--- src/rtl/ram_bank.sv ---
// Simple dual-port byte-enabled RAM bank that zero-sweeps every word after reset.
// Define RAM_BANK_WR_BYPASS_EN to forward same-address write data onto the read port.
module ram_bank #(
  parameter int unsigned DATA_W = 32,
  parameter int unsigned ADDR_W = 5
) (
  input  logic                  i_clk,
  input  logic                  i_rst,
  input  logic                  i_we,
  input  logic [DATA_W/8-1:0]   i_be,
  input  logic [ADDR_W-1:0]     i_waddr,
  input  logic [DATA_W-1:0]     i_data,
  input  logic                  i_re,
  input  logic [ADDR_W-1:0]     i_raddr,
  output logic [DATA_W-1:0]     o_data,
  output logic                  o_valid,
  output logic                  o_busy
);

  localparam int unsigned DEPTH = 1 << ADDR_W;
  localparam int unsigned BYTES = DATA_W / 8;

  typedef enum logic {
    CLEAR = 1'b0,
    READY = 1'b1
  } state_t;

  state_t              state;
  logic [ADDR_W-1:0]   cnt;
  logic [DATA_W-1:0]   mem [DEPTH];
  logic [DATA_W-1:0]   wr_word;
  logic [DATA_W-1:0]   rd_word;

  // Old word with the enabled bytes replaced by the incoming data.
  always_comb begin
    wr_word = mem[i_waddr];
    for (int unsigned k = 0; k < BYTES; k++) begin
      if (i_be[k]) wr_word[8*k +: 8] = i_data[8*k +: 8];
    end
  end

`ifdef RAM_BANK_WR_BYPASS_EN
  assign rd_word = (i_we && (i_raddr == i_waddr)) ? wr_word : mem[i_raddr];
`else
  assign rd_word = mem[i_raddr];
`endif

  // Storage: the clear sweep owns the write port while busy.
  always_ff @(posedge i_clk) begin
    if (!i_rst) begin
      if (state == CLEAR) begin
        mem[cnt] <= '0;
      end else if (i_we) begin
        mem[i_waddr] <= wr_word;
      end
    end
  end

  // Sweep FSM and registered read port.
  always_ff @(posedge i_clk) begin
    if (i_rst) begin
      state   <= CLEAR;
      cnt     <= '0;
      o_busy  <= 1'b1;
      o_valid <= 1'b0;
      o_data  <= '0;
    end else begin
      o_valid <= 1'b0;
      case (state)
        CLEAR: begin
          if (cnt == ADDR_W'(DEPTH - 1)) begin
            state  <= READY;
            o_busy <= 1'b0;
          end else begin
            cnt <= cnt + ADDR_W'(1);
          end
        end
        READY: begin
          o_busy <= 1'b0;
          if (i_re) begin
            o_valid <= 1'b1;
            o_data  <= rd_word;
          end
        end
        default: begin
          state  <= CLEAR;
          cnt    <= '0;
          o_busy <= 1'b1;
        end
      endcase
    end
  end

endmodule
--- config.mk ---
export PLATFORM = sky130hd
export DESIGN_NAME = ram_bank
export DESIGN_NICKNAME = d
export VERILOG_FILES = /design/src/rtl/ram_bank.sv
export SDC_FILE = /design/constraint.sdc
export NUM_CORES = 1
export LEC_CHECK = 0
export ABC_AREA = 0
export CORE_MARGIN = 2
export CORE_UTILIZATION = 60
export CTS_CLUSTER_SIZE = 24
export DETAILED_ROUTE_END_ITERATION = 6
export HOLD_SLACK_MARGIN = 0.02
export PLACE_DENSITY = 0.78
export SLEW_MARGIN = 0
export SYNTH_ARGS = -nofsm -noshare
export SYNTH_HDL_FRONTEND = slang
export SYNTH_SLANG_ARGS = --single-unit
export TNS_END_PERCENT = 100
--- constraint.sdc ---
create_clock -name i_clk -period 3.2 [get_ports i_clk]
set_input_delay 0.32 -clock i_clk [delete_from_list [all_inputs] [get_ports i_clk]]
set_output_delay 0.32 -clock i_clk [all_outputs]
set_load 0.05 [all_outputs]
==> results_dict.tcl <==
set metrics [dict create \
    path_cells "nand2_1 -> nor3_2 -> mux2i_1 -> nand2_1 -> buf_4 -> nor2_1" \
    routabilityCongestion 0.856 \
    cts_root_buffer "clkbuf_16" \
    endpoint_kind "flop" \
    grt_max_degree 129 \
    worstHoldPathType "in -> reg" \
    first_pass_iters 6 \
    crit_fanout 16 \
    io_pins 84 \
    drt_iter0_drc 2683 \
    die_area_um2 72400 \
    cts_tree "yes" \
    antenna_found_initial 4 \
    power_frac_comb 0.042 \
    grt.busiest_layer "met2" \
    post_cts_buffers 0 \
    cts_inserted_buffers 101 \
    grt_usage 0.276 \
    clk_pin_slew_ns 0.06 \
    whs_ns 0.420 \
    core-area_um2 69800 \
    path_class "reg -> reg" \
    postRouteWirelength_um 99300 \
    tightestPinTransition_ns 1.00 \
    routed-via-count 23400 \
    seq_area_frac_synth 0.748 \
    drtAntennaViolNets 0 \
    viasPerCell 6.42 \
    grt_pass1_vias 23100 \
    netlist_area_um2 42200 \
    met2_usage 0.453 \
    status "finished clean" \
    cp_slowest_stage_delay_ns 0.61 \
    min_from "i_rst" \
    power-per-cell-area_nw_per_um2 581 \
    worst_path_most_repeated_cell "nand2_1" \
    io_buffers 83 \
    fill_cells 4412 \
    maxSlewViolCount 0 \
    post-route-period-util 0.876 \
    synthesis.nets 2522 \
    arrival_ns 3.09 \
    r2r-start "state$_SDFF_PP0_" \
    cpMaxStageDelayCell "nor2_1" \
    cap_viol_max_count 0 \
    clock_sinks 1064 \
    dpl-instance-area_um2 44600 \
    drc 0 \
    grt_util_met3 0.0480 \
    final_cell_count_no_fill 3647 \
    slew_headroom 0.330 \
    num_rows 97 \
    skew_ns 0.0197 \
    gr-usage-met1 0.384 \
    grt_first_pass_wirelength_um 146000 \
    overflow 0 \
    initial_core_util 0.604 \
    p_clk_frac 0.412 \
    critPathTopFamily "simple AND/OR/NAND/NOR gates" \
    ir_drop_uv 400 \
    switching_share 0.206 \
    finalWorstSetupSlack_ns 0.397 \
    grt_setup_unrepaired "false" \
    start_kind "flop" \
    p_seq_frac 0.546 \
    drive_gt1_frac 0.114 \
    ys_types 35 \
    final_cell_mix "edfxtp_1, mux2i_1, a22oi_1, nor2_1, a21oi_1" \
    finalHoldViolCount 0 \
    die_w_um 269 \
    crit_required_ns 3.49 \
    place_worst_setup_slack_ns -0.0898 \
    die-height_um 269 \
    synthCells 2470 \
    crit_buf_inv 1 \
    ctsResizeCount 0 \
    dp_cells 3460 \
    h-tree-depth 3 \
    total_power_uw 27800 \
    wl_per_cell_um 27.2 \
    dp_hpwl_um 60400 \
    clk_latency_ns 0.66 \
    leakage_uw 0.0157 \
    p_int_uw 22000 \
    p_sw_uw 5720 \
    hold_buffers 0 \
    cts_max_path_buffers 3 \
    setup_violations 0 \
    area_growth_pct 13.3 \
    final_net_count 2675 \
    syn_area_per_cell_um2 17.1 \
    synth_warnings 0 \
    fin_area_um2 47800 \
    critPathLaunch "state$_SDFF_PP0_" \
    fmax_mhz 357 \
    fin_crit_ns 2.80 \
    final_common_cell "edfxtp_1" \
    synth_seq_cells 1064 \
]
-- worst register-to-register path: cells and delay by family (launching register included) --
kind	cells	cell delay (ns)
and+or+nand+nor	4	1.34
muxes	1	0.51
DFF	1	0.35
buffers and inverters	1	0.23
-- metal layers --
metal  vias up  wire length, um
met5         -               13
met1     11900            39200
li1      10100                -
met2      1215            48700
met3       180             8670
met4         2             2700
-- sequential cells by signal, summed over array words and instances (netlist names) --
signal   count
o_valid      1
o_busy       1
cnt          5
mem       1024
state        1
o_data      32
-- logic make-up after synthesis --
logic type,after synthesis,synth area share
flops,1064,0.748
buf+inv,157,0.0224
compound gates,441,0.0736
simple gates,289,0.0325
mux,514,0.122
xor+xnor,3,0.000623
fa+ha+maj,2,0.000593
-- power groups by stage --
stage                     Combinational (uW)  Sequential (uW)  Clock, uW
after floorplan                          757            15400          0
after global placement                  1100            15500          0
after detailed placement                1130            15500          0
after CTS                               1140            15200      11500
after global routing                    1200            15200      12000
final                                   1160            15200      11400
-- layout make-up --
cell class              instances  area, um2  share of cell area
repair buffers                207       2160              0.0453
well taps                     940       1180              0.0246
multi-input cells            1249       9710               0.203
diodes                          2       5.00            0.000105
flip-flops and latches       1064      31600               0.661
clock inverters                52        402             0.00841
clock buffers                 133       2760              0.0578
-- final timing paths --
check / endpoint / slack [ns] / depth (start not counted)
worst max-delay path: mem[26][25]$_DFFE_PP_ / 0.40 / 6
worst min-delay path: cnt[3]$_SDFFE_PP0P_ / 0.42 / 3
worst min register to register: o_data[26]$_SDFFE_PP0P_ / 0.53 / 2
worst max register to register: mem[26][25]$_DFFE_PP_ / 0.40 / 6
-- synthesized netlist by cell type --
master	instances	area, um2
mux2_2	1	11.3
buf_6	31	349
a31oi_1	9	56.3
nor4_1	7	43.8
a21o_1	1	7.51
buf_4	21	158
nor2_1	169	634
clkbuf_1	88	330
o21ai_0	2	10.0
and3_1	1	6.26
a211oi_2	28	350
buf_1	8	30.0
ha_1	2	25.0
clkbuf_4	3	22.5
a22oi_1	256	1920
and4_1	1	8.76
dfxtp_1	40	801
buf_8	1	15.0
nand2b_1	6	37.5
a41oi_1	6	52.6
buf_2	4	20.0
nand4_1	1	6.26
and2_1	34	213
mux2i_1	513	5130
nor3_1	10	50.1
buf_12	1	20.0
edfxtp_1	1024	30700
xor2_1	2	17.5
or2_2	1	6.26
xnor2_1	1	8.76
a211oi_1	4	30.0
or4_1	33	248
a21oi_1	135	676
nor2b_1	7	43.8
nand2_1	19	71.3
-- per-stage QoR --
step	TNS (ns)	util
6_report	0	0.684
5_1_grt	0	0.684
4_1_cts	0	0.684
3_5_place_dp	-11.80	0.639
3_3_place_gp	-0.531	0.639
2_1_floorplan	0	-
No activity file was read; power rests on OpenSTA's default activity.
